--- config.mk ---
export PLATFORM = sky130hd
export DESIGN_NAME = cic_decim_ctrl
export DESIGN_NICKNAME = d
export VERILOG_FILES = /design/src/rtl/cic_decim_ctrl.sv
export SDC_FILE = /design/constraint.sdc
export NUM_CORES = 1
export LEC_CHECK = 0
export ABC_AREA = 0
export CORE_ASPECT_RATIO = 0.7
export CORE_MARGIN = 2
export CORE_UTILIZATION = 30
export CTS_CLUSTER_SIZE = 28
export DETAILED_ROUTE_END_ITERATION = 8
export SLEW_MARGIN = 20
export SYNTH_ARGS = -nofsm -noshare
export SYNTH_HDL_FRONTEND = slang
export SYNTH_SLANG_ARGS = --single-unit
--- constraint.sdc ---
create_clock -name clk -period 6.5 [get_ports clk]
set_input_delay 0.65 -clock clk [delete_from_list [all_inputs] [get_ports clk]]
set_output_delay 0.65 -clock clk [all_outputs]
set_load 0.01 [all_outputs]
--- src/rtl/cic_decim_ctrl.sv ---
// cic_decim_ctrl: CIC decimator sequencer with strobe generation, flush/settle rate changes and a 2-entry output queue
module cic_decim_ctrl #(
  parameter int OSZ            = 24,
  parameter int RATE_W         = 16,
  parameter int MIN_RATE       = 4,
  parameter int DEFAULT_RATE   = 64,
  parameter int FLUSH_CYCLES   = 8,
  parameter int SETTLE_OUTPUTS = 4
) (
  input  logic              clk,
  input  logic              reset_n,
  input  logic              enable,
  input  logic              rate_wr,
  input  logic [RATE_W-1:0] rate,
  output logic [RATE_W-1:0] rate_cur,
  output logic              cic_reset,
  output logic              cic_out_clk,
  input  logic [OSZ-1:0]    cic_data,
  input  logic              cic_valid,
  output logic [OSZ-1:0]    m_data,
  output logic              m_valid,
  input  logic              m_ready,
  output logic              busy,
  output logic              overrun,
  input  logic              ovr_clr
);
  localparam int FW = $clog2(FLUSH_CYCLES + 1);
  localparam int SW = $clog2(SETTLE_OUTPUTS + 1);
  typedef enum logic [1:0] {IDLE, FLUSH, SETTLE, RUN} state_t;
  state_t state_q, state_d;
  logic [RATE_W-1:0] pending_q, pending_d, rate_cur_q, rate_cur_d, cnt_q, cnt_d;
  logic [FW-1:0] fcnt_q, fcnt_d;
  logic [SW-1:0] scnt_q, scnt_d;
  logic [OSZ-1:0] hold_q, hold_d, d0_q, d0_d, d1_q, d1_d;
  logic [1:0] n_q, n_d;
  logic rchg_q, rchg_d, vld_q, vld_d, ovr_q, ovr_d;
  logic live, wrap, commit, go_flush, push, pop;
  always_comb begin
    pending_d  = !rate_wr ? pending_q : (rate < RATE_W'(MIN_RATE)) ? RATE_W'(MIN_RATE) : rate;
    live       = state_q == SETTLE || state_q == RUN;
    wrap       = cnt_q == rate_cur_q - RATE_W'(1);
    commit     = live && vld_q && !cic_valid;
    hold_d     = cic_valid ? cic_data : hold_q;
    vld_d      = live && cic_valid;
    state_d    = state_q;
    rate_cur_d = (state_q == IDLE && rate_wr) ? pending_d : rate_cur_q;
    fcnt_d     = fcnt_q;
    scnt_d     = scnt_q;
    rchg_d     = rchg_q;
    go_flush   = 1'b0;
    if (!enable) begin
      state_d = IDLE;
      rchg_d  = 1'b0;
    end else begin
      case (state_q)
        IDLE: go_flush = 1'b1;
        FLUSH: begin
          if (rate_wr) go_flush = 1'b1;
          else if (fcnt_q == FW'(FLUSH_CYCLES - 1)) begin
            state_d = SETTLE;
            scnt_d  = '0;
          end else fcnt_d = fcnt_q + FW'(1);
        end
        SETTLE: begin
          if (rate_wr) go_flush = 1'b1;
          else if (commit) begin
            if (scnt_q == SW'(SETTLE_OUTPUTS - 1)) state_d = RUN;
            else scnt_d = scnt_q + SW'(1);
          end
        end
        default: begin
          go_flush = (rchg_q || rate_wr) && wrap;
          rchg_d   = rchg_q || rate_wr;
        end
      endcase
    end
    if (go_flush) begin
      state_d    = FLUSH;
      fcnt_d     = '0;
      rate_cur_d = pending_d;
      rchg_d     = 1'b0;
    end
    cnt_d = (live && (state_d == SETTLE || state_d == RUN) && !wrap) ? cnt_q + RATE_W'(1) : '0;
    pop   = n_q != 2'd0 && m_ready;
    push  = commit && state_q == RUN;
    d0_d  = d0_q;
    d1_d  = d1_q;
    n_d   = n_q;
    ovr_d = ovr_clr ? 1'b0 : ovr_q;
    if (!enable) n_d = 2'd0;
    else begin
      if (pop) begin
        d0_d = d1_q;
        n_d  = n_q - 2'd1;
      end
      if (push) begin
        if (n_d == 2'd0) begin
          d0_d = hold_q;
          n_d  = 2'd1;
        end else if (n_d == 2'd1) begin
          d1_d = hold_q;
          n_d  = 2'd2;
        end else ovr_d = 1'b1;
      end
    end
  end
  always_ff @(posedge clk or negedge reset_n) begin
    if (!reset_n) begin
      state_q    <= IDLE;
      pending_q  <= RATE_W'(DEFAULT_RATE);
      rate_cur_q <= RATE_W'(DEFAULT_RATE);
      cnt_q      <= '0;
      fcnt_q     <= '0;
      scnt_q     <= '0;
      hold_q     <= '0;
      d0_q       <= '0;
      d1_q       <= '0;
      n_q        <= 2'd0;
      rchg_q     <= 1'b0;
      vld_q      <= 1'b0;
      ovr_q      <= 1'b0;
    end else begin
      state_q    <= state_d;
      pending_q  <= pending_d;
      rate_cur_q <= rate_cur_d;
      cnt_q      <= cnt_d;
      fcnt_q     <= fcnt_d;
      scnt_q     <= scnt_d;
      hold_q     <= hold_d;
      d0_q       <= d0_d;
      d1_q       <= d1_d;
      n_q        <= n_d;
      rchg_q     <= rchg_d;
      vld_q      <= vld_d;
      ovr_q      <= ovr_d;
    end
  end
  assign rate_cur    = rate_cur_q;
  assign cic_reset   = !live;
  assign cic_out_clk = live && cnt_q >= rate_cur_q - RATE_W'(2);
  assign busy        = state_q == FLUSH || state_q == SETTLE;
  assign m_valid     = n_q != 2'd0;
  assign m_data      = d0_q;
  assign overrun     = ovr_q;
endmodule

## After elaboration in Yosys (flattened, before gate mapping)

Index checks and enable logic that the tools add are counted.

- Input bits: 47
- Register bits after elaboration: 134

- Bitwise logic cells: 1
- Reductions and logical operators: 29
- Equal/unequal tests: 17
- $add $sub $neg: 6
- Muxes and demuxes: 44
- Order comparisons: 2

Operators by type and width:

| kind | count |
|---|---|
| $mux W16 | 5 |
| $mux W24 | 3 |
| $mux W2 | 13 |
| $mux W4 | 5 |
| $add A16 B1 Y16 const B | 1 |
| $eq A16 B16 Y1 | 1 |
| $ge A16 B16 Y1 | 1 |
| $lt A16 B3 Y1 const B | 1 |
| $sub A16 B1 Y16 const B | 1 |
| $sub A16 B2 Y16 const B | 1 |
| $mux W3 | 5 |
| $ne A2 B2 Y1 const B | 6 |
| $logic_and A1 B1 Y1 | 10 |
| $mux W1 | 10 |
| $reduce_bool A2 Y1 | 5 |
| $eq A2 B2 Y1 const B | 4 |
| $reduce_and A4 Y1 | 2 |
| $reduce_and A7 Y1 | 1 |
| $pmux W3 S2 | 1 |
| $add A4 B1 Y4 const B | 1 |
| $eq A2 B1 Y1 const B | 2 |
| $eq A4 B3 Y1 const B | 1 |
| $logic_not A2 Y1 | 2 |
| $logic_or A1 B1 Y1 | 4 |
| 11 further kinds | 13 |

## Depth between registers and ports, before layout

Gate-level depths: netlist of run 1.

- Depth in word-level cells: 14
- Mapped depth: 13
- Mapped depth without buffers: 13

## Least setup slack after synthesis of run 1

OpenSTA, ideal clock, no wires.

- Path kind: register -> output
- Start point: register rate_cur_q[8], in the netlist rate_cur[8]
- End point: output cic_out_clk
- Path buffers: 1
- Path slack: 3,156 ps
- Required time: 5,850 ps
- Stages on the path, launching flop included: 13
- Arrival time: 2,694 ps
- Path through: dfrtp_1 -> buf_2 -> nor4_1 -> and3_1 -> nand2_1 -> xor2_1 -> ha_1 -> a21o_1 -> a21o_1 -> a21oi_1 -> nor2_1 -> a21oi_1 -> o21ai_0

- Word-level cells in the longest chain between the ends: 3

Ends and longest elaborated chain:

| item | line | text |
|---|---|---|
| start, declared | 31 | `logic [RATE_W-1:0] pending_q, pending_d, rate_cur_q, rate_cur_d, cnt_q, cnt_d;` |
| start signal, assigned | 111 | `rate_cur_q <= RATE_W'(DEFAULT_RATE);` |
| start signal, assigned | 125 | `rate_cur_q <= rate_cur_d;` |
| $sub A16 B2 Y16 | 140 | `assign cic_out_clk = live && cnt_q >= rate_cur_q - RATE_W'(2);` |
| $ge A16 B16 Y1 | 140 |  |
| $logic_and A1 B1 Y1 | 140 |  |
| end, declared | 17 | `output logic cic_out_clk,` |

No other way between the ends.

## Worst setup path after layout of run 1

- Start point: register rate_cur_q[7], in the netlist rate_cur[7]
- End point: output cic_out_clk

The elaborated chain is that of the path after synthesis.

==> results of run 1 <==
[synth_stat cells (2+ instances only)]
| library cell | count |
|---|---|
| a21o_1 | 6 |
| a21oi_1 | 35 |
| a22o_1 | 2 |
| a31oi_1 | 2 |
| a32o_1 | 2 |
| a32oi_1 | 2 |
| a41oi_1 | 3 |
| and2_1 | 2 |
| and3_1 | 7 |
| and4_1 | 5 |
| buf_1 | 3 |
| buf_2 | 3 |
| buf_6 | 2 |
| clkbuf_1 | 21 |
| dfrtp_1 | 132 |
| dfstp_2 | 2 |
| ha_1 | 30 |
| inv_1 | 23 |
| mux2_2 | 68 |
| mux2_4 | 10 |
| mux2i_1 | 3 |
| nand2_1 | 19 |
| nand2b_1 | 5 |
| nand3_1 | 17 |
| nand3b_1 | 4 |
| nand4_1 | 5 |
| nand4b_1 | 2 |
| nor2_1 | 64 |
| nor2b_1 | 5 |
| nor3_1 | 4 |
| nor3b_1 | 5 |
| nor4_1 | 7 |
| o211ai_2 | 2 |
| o21ai_0 | 13 |
| o22ai_1 | 26 |
| or2_2 | 3 |
| or4_1 | 2 |
| xnor2_1 | 28 |
| xor2_1 | 18 |
[final cells by class]
type	count	area (sq um)	share of cell area [%]
timing repair buffer	99	976	11.2
inverter	23	86.3	0.995
multi-input combinational	424	3250	37.4
sequential	134	3360	38.7
clock buffer	19	453	5.22
antenna	1	2.50	0.0288
tap	312	390	4.50
clock inverter	13	169	1.95
[power by group]
part | internal (mW) | leakage [nW] | switching [mW]
clock network | 0.629 | 0.298 | 0.397
logic | 0.409 | 1.74 | 0.337
registers | 0.967 | 1.70 | 0.147
[per-stage QoR]
stage          power, mW  util [%]  cell area (sq um)  instances
2_1_floorplan       1.50         -               6830        612
3_5_place_dp        1.87      35.7               8040        992
4_1_cts             2.91      38.5               8660       1024
5_1_grt             3.04      38.6               8680       1024
3_3_place_gp        1.86      35.7               8040        992
6_report            2.88      38.6               8680       1025
[cells by family after synthesis]
kind of cell / share of synthesized area (%)
xor+xnor: 5.90
fa+ha+maj: 5.49
buf+inv: 3.57
mux: 13.8
flops: 49.1
compound gates: 9.83
simple gates: 12.3
[critical path, stage by stage (launching register included)]
cell and delay [ns]:
dfrtp_1 0.51, nor4_1 0.83, and3_1 0.35, nand2_1 0.08, xor2_1 0.14, ha_1 0.31, a21o_1 0.16, a21o_1 0.16
a21oi_1 0.14, nor2_1 0.06, a21oi_1 0.12, o21ai_0 0.09, clkdlybuf4s50_1 0.51
[how the worst max path moves through the flow]
stage,slack (ns),end,depth (start not counted),from
detailed placement,2.51,cic_out_clk,12,rate_cur[7]$_DFFE_PN0P_
finish,1.99,cic_out_clk,12,rate_cur[7]$_DFFE_PN0P_
global route,1.71,cic_out_clk,14,rate_cur[2]$_DFFE_PN0P_
global placement,2.48,cic_out_clk,12,rate_cur[7]$_DFFE_PN0P_
floorplan,3.16,cic_out_clk,12,rate_cur[8]$_DFFE_PN0P_
CTS,2.04,cic_out_clk,12,rate_cur[7]$_DFFE_PN0P_
[routing by layer]
metal	vias up	share of wire, %	track usage, %
li1	2369	-	-
met1	2443	51	22.9
met2	184	40	20.1
met3	12	8.5	5.41
met4	0	0.68	3.39
met5	-	0	0
[state kept, by name, summed over array words and instances (netlist names)]
| name | cells |
|---|---|
| d1_q | 24 |
| hold_q | 24 |
| m_data | 24 |
| cnt_q | 16 |
| pending_q | 16 |
| rate_cur | 16 |
| fcnt_q | 4 |
| scnt_q | 3 |
| n_q | 2 |
| state_q | 2 |
| overrun | 1 |
| rchg_q | 1 |
| vld_q | 1 |
==> impl_metrics.env, run 1 <==
export IMPL_area_growth_pct=27.0
export IMPL_cts_tree="yes"
export IMPL_drv_cap=0
export IMPL_pre_cts_slack_ns=2.51
export IMPL_htreeDepth=4
export IMPL_yosysWarnings=0
export IMPL_cts_hold_buf=0
export IMPL_fp_coreArea_sq_mm=0.0225
export IMPL_drive_gt1_share_pct=18.5
export IMPL_io_pins=92
export IMPL_r2r_cells=7
export IMPL_status="finished clean"
export IMPL_cp_required_ns=5.85
export IMPL_syn_cell_area_sq_mm=0.00683
export IMPL_drt_iter0_markers=396
export IMPL_grt_pass1_vias=4780
export IMPL_grtUsageTotal_pct=15.1
export IMPL_cts_resized=0
export IMPL_synthArstFlopShare_pct=100
export IMPL_vias=5008
export IMPL_cts_buffers=17
export IMPL_final_common_cell="dfrtp_1"
export IMPL_cts_buffer_depth=2
export IMPL_grt_max_degree=81
export IMPL_fmax_mhz=222
export IMPL_grt_pass1_wl_microns=27500
export IMPL_nNetsFinal=776
export IMPL_fillers=2239
export IMPL_whs_ns=0.184
export IMPL_clock_sinks=134
export IMPL_io_buffers=91
export IMPL_post_drt_wl_per_cell_microns=16.9
export IMPL_drtAntennaViolNets=0
export IMPL_gp_congestion=0.897
export IMPL_worstReg2RegEnd="rate_cur[5]$_DFFE_PN0P_"
export IMPL_rows=46
export IMPL_layout_setup_ws_ns=1.99
export IMPL_start_kind="register"
export IMPL_syn_inst=612
export IMPL_leakagePower_nw=3.74
export IMPL_die_width_microns=184
export IMPL_overflow=0
export IMPL_critPathArrivalTime_ns=3.86
export IMPL_synth_area_leaders="dfrtp_1, mux2_2, ha_1"
export IMPL_dieArea_sq_mm=0.0240
export IMPL_drcViolationCount=0
export IMPL_critPathKind="reg2out"
export IMPL_fin_crit_ns=4.51
export IMPL_ys_ff_latch=134
export IMPL_finClkSkew_ns=0.00876
export IMPL_routed_wl_microns=17300
export IMPL_r2r_setup_slack_ns=2.82
export IMPL_synthFlopType="dfrtp_1"
export IMPL_vdd_ir_drop_max_mv=0.199
export IMPL_drv_slew=0
export IMPL_max_slew_margin_pct=39.2
export IMPL_viasPerCell=4.89
export IMPL_setup_violations_final=0
export IMPL_path_max_fanout=11
export IMPL_post_route_period_util_pct=69.4
export IMPL_dr_pass1_iters=5
export IMPL_synth_top_area_share_pct=48.3
export IMPL_seq_area_frac_synth_pct=49.1
export IMPL_syn_area_per_cell_sq_um=11.2
export IMPL_grt_setup_unrepaired="no"
export IMPL_worstMarginPinSlew_ns=0.904
export IMPL_synth_enable_flop_cells=0
export IMPL_finalHoldViolCount=0
export IMPL_place_hpwl_microns=11800
export IMPL_clk_pin_slew_ns=0.06
export IMPL_final_cell_mix="dfrtp_1, clkdlybuf4s50_1, mux2_2"
export IMPL_start_util_pct=30.4
export IMPL_tns_ns=0
export IMPL_synth_distinct_cells=59
export IMPL_r2r_start="rate_cur[7]$_DFFE_PN0P_"
export IMPL_cp_end_kind="output port"
export IMPL_synth_fp_nets=689
export IMPL_p_per_area_mw_per_mm2=332
export IMPL_clk_latency_ns=0.43
export IMPL_post_cts_buffers=0
export IMPL_cts_root_buf="clkbuf_16"
export IMPL_antenna_found_initial=0
export IMPL_worst_hold_path_type="in2async"
export IMPL_synth_top_area_cell="dfrtp_1"
export IMPL_die_y_microns=130
No activity file was read; power rests on OpenSTA's default activity.
==> run 2: changes to the inputs <==
Clock period 6.5 ns to 3.6 ns, I/O delays scaled along.
==> run 2 against run 1 <==
  * Worst hold slack gained 0.31 ns
  * Worst setup slack worse by 1.6 ns
  * Count of clock-buffer cells in the layout is 1 lower
  * First-iteration DRC count shrank 22%
  * Critical path type unchanged
  * Largest cell class unchanged
  * Largest power group unchanged
==> impl_metrics.env, run 2 (same netlist as run 1, synthesis figures left out) <==
export IMPL_area_growth_pct=30.0
export IMPL_dr_pass1_iters=4
export IMPL_routed_wl_microns=17300
export IMPL_grt_max_degree=72
export IMPL_path_max_fanout=4
export IMPL_layout_setup_ws_ns=0.345
export IMPL_rows=46
export IMPL_drt_iter0_markers=307
export IMPL_die_y_microns=130
export IMPL_htreeDepth=4
export IMPL_drcViolationCount=0
export IMPL_path_delay_family="compound AO/OA/AOI/OAI gates"
export IMPL_critPathBufInv=2
export IMPL_cp_end_kind="output port"
export IMPL_nNetsFinal=801
export IMPL_cts_tree="yes"
export IMPL_cts_buffer_depth=2
export IMPL_die_width_microns=184
export IMPL_setup_violations_final=0
export IMPL_busiest_layer="met1"
export IMPL_final_cells=1049
export IMPL_finalHoldViolCount=0
export IMPL_start_kind="register"
export IMPL_grt_pass1_wl_microns=27800
export IMPL_diodes=0
export IMPL_finClkSkew_ns=0.0137
export IMPL_worstMarginPinSlew_ns=0.763
export IMPL_p_per_area_mw_per_mm2=587
export IMPL_crit_chain="inv_1, ha_2, nor3b_4, and3_4, nand2_1, xor2_1, ha_1, a21o_1, a21o_1, a21oi_1, nor2_1, a21oi_1, o21ai_0, clkbuf_2"
export IMPL_overflow=0
export IMPL_pre_cts_slack_ns=0.270
export IMPL_status="finished clean"
export IMPL_io_buffers=91
export IMPL_grt_setup_unrepaired="no"
export IMPL_max_slew_margin_pct=48.8
export IMPL_final_util_pct=39.5
export IMPL_final_cell_mix="dfrtp_1, clkdlybuf4s50_1, mux2_2"
export IMPL_gp_congestion=0.848
export IMPL_clk_latency_ns=0.42
export IMPL_antenna_found_initial=0
export IMPL_cts_root_buf="clkbuf_16"
export IMPL_grt_pass1_vias=4959
export IMPL_io_pins=92
export IMPL_place_hpwl_microns=12200
export IMPL_post_route_period_util_pct=90.4
export IMPL_grtUsageTotal_pct=15.0
export IMPL_tns_ns=0
export IMPL_use_met1_pct=22.3
export IMPL_leakagePower_nw=3.87
export IMPL_critPathArrivalTime_ns=2.90
export IMPL_drive_gt1_share_pct=22.1
export IMPL_drv_slew=0
export IMPL_slowest_stage="dfrtp_1"
export IMPL_post_drt_wl_per_cell_microns=16.5
export IMPL_viasPerCell=4.74
export IMPL_clk_pin_slew_ns=0.06
export IMPL_worst_hold_path_type="in2async"
export IMPL_final_common_cell="dfrtp_1"
export IMPL_met3_usage_pct=4.38
export IMPL_vias=4970
export IMPL_drv_cap=0
export IMPL_cp_required_ns=3.24
export IMPL_clock_sinks=134
export IMPL_vdd_ir_drop_max_mv=0.349
export IMPL_drtAntennaViolNets=0
export IMPL_fmax_mhz=307
export IMPL_place_inst=1016
export IMPL_whs_ns=0.496
export IMPL_cpPeakStageDelay_ns=0.38
export IMPL_fp_coreArea_sq_mm=0.0225
export IMPL_cts_buffers=17
export IMPL_dieArea_sq_mm=0.0240
export IMPL_fin_crit_ns=3.26
export IMPL_grtUsageMet2_pct=21.6
export IMPL_critPathKind="reg2out"
export IMPL_start_util_pct=30.4
==> run 2: what timing repair did <==
item                                   CTS  global route
endpoints found under the hold margin   61             0
pin swaps                                0             0
buffers inserted                         0             0
setup endpoints to repair                1             1
hold buffers                             1             0
resized for setup                        2            10
==> run 2: final timing paths <==
check	end	slack, ns	start	cells past startpoint
min in group clk	scnt_q[1]$_DFFE_PN0P_	0.50	scnt_q[1]$_DFFE_PN0P_	1
min	pending_q[14]$_DFF_PN0_	0.50	reset_n	2
max reg2reg	rate_cur[5]$_DFFE_PN0P_	0.40	rate_cur[2]$_DFFE_PN0P_	9
max in group asynchronous	d1_q[13]$_DFFE_PN0P_	2.30	reset_n	3
min reg2reg	scnt_q[1]$_DFFE_PN0P_	0.50	scnt_q[1]$_DFFE_PN0P_	1
max	cic_out_clk	0.34	rate_cur[1]$_DFFE_PN0P_	14
==> run 2: cell type report <==
class	count	area, sq um
multi-input combinational	424	3270
clock inverter	14	154
fill	2179	13600
tap	312	390
sequential	134	3360
inverter	23	86.3
clock buffer	18	439
timing repair buffer	124	1180
==> run 2: per-layer routing <==
metal	vias to the layer above	part of all wire, %
met4	0	0.41
met3	6	7.4
li1	2425	-
met5	-	0
met1	2402	51
met2	137	41
==> run 2: power by group <==
| group | internal (mW) | switching [mW] | total, mW |
|---|---|---|---|
| clock network | 1.00 | 0.740 | 1.74 |
| registers | 1.75 | 0.194 | 1.94 |
| logic | 0.817 | 0.711 | 1.53 |
==> run 2: worst register-to-register path, stage by stage, from the launching register on <==
cell and delay, ns:
dfrtp_1 0.38, buf_4 0.16, or4_4 0.51, or3_1 0.36
a2111o_1 0.45, nor4_4 0.38, a32oi_1 0.19, o211ai_2 0.11
buf_12 0.20, mux2_2 0.35
==> run 2: through the flow <==
| stage | power (mW) | cell area (sq um) |
|---|---|---|
| after global placement | 3.47 | 8250 |
| after CTS | 5.24 | 8850 |
| final | 5.21 | 8880 |
| after floorplan | 2.71 | 6830 |
| after global routing | 5.47 | 8880 |
| after detailed placement | 3.47 | 8250 |
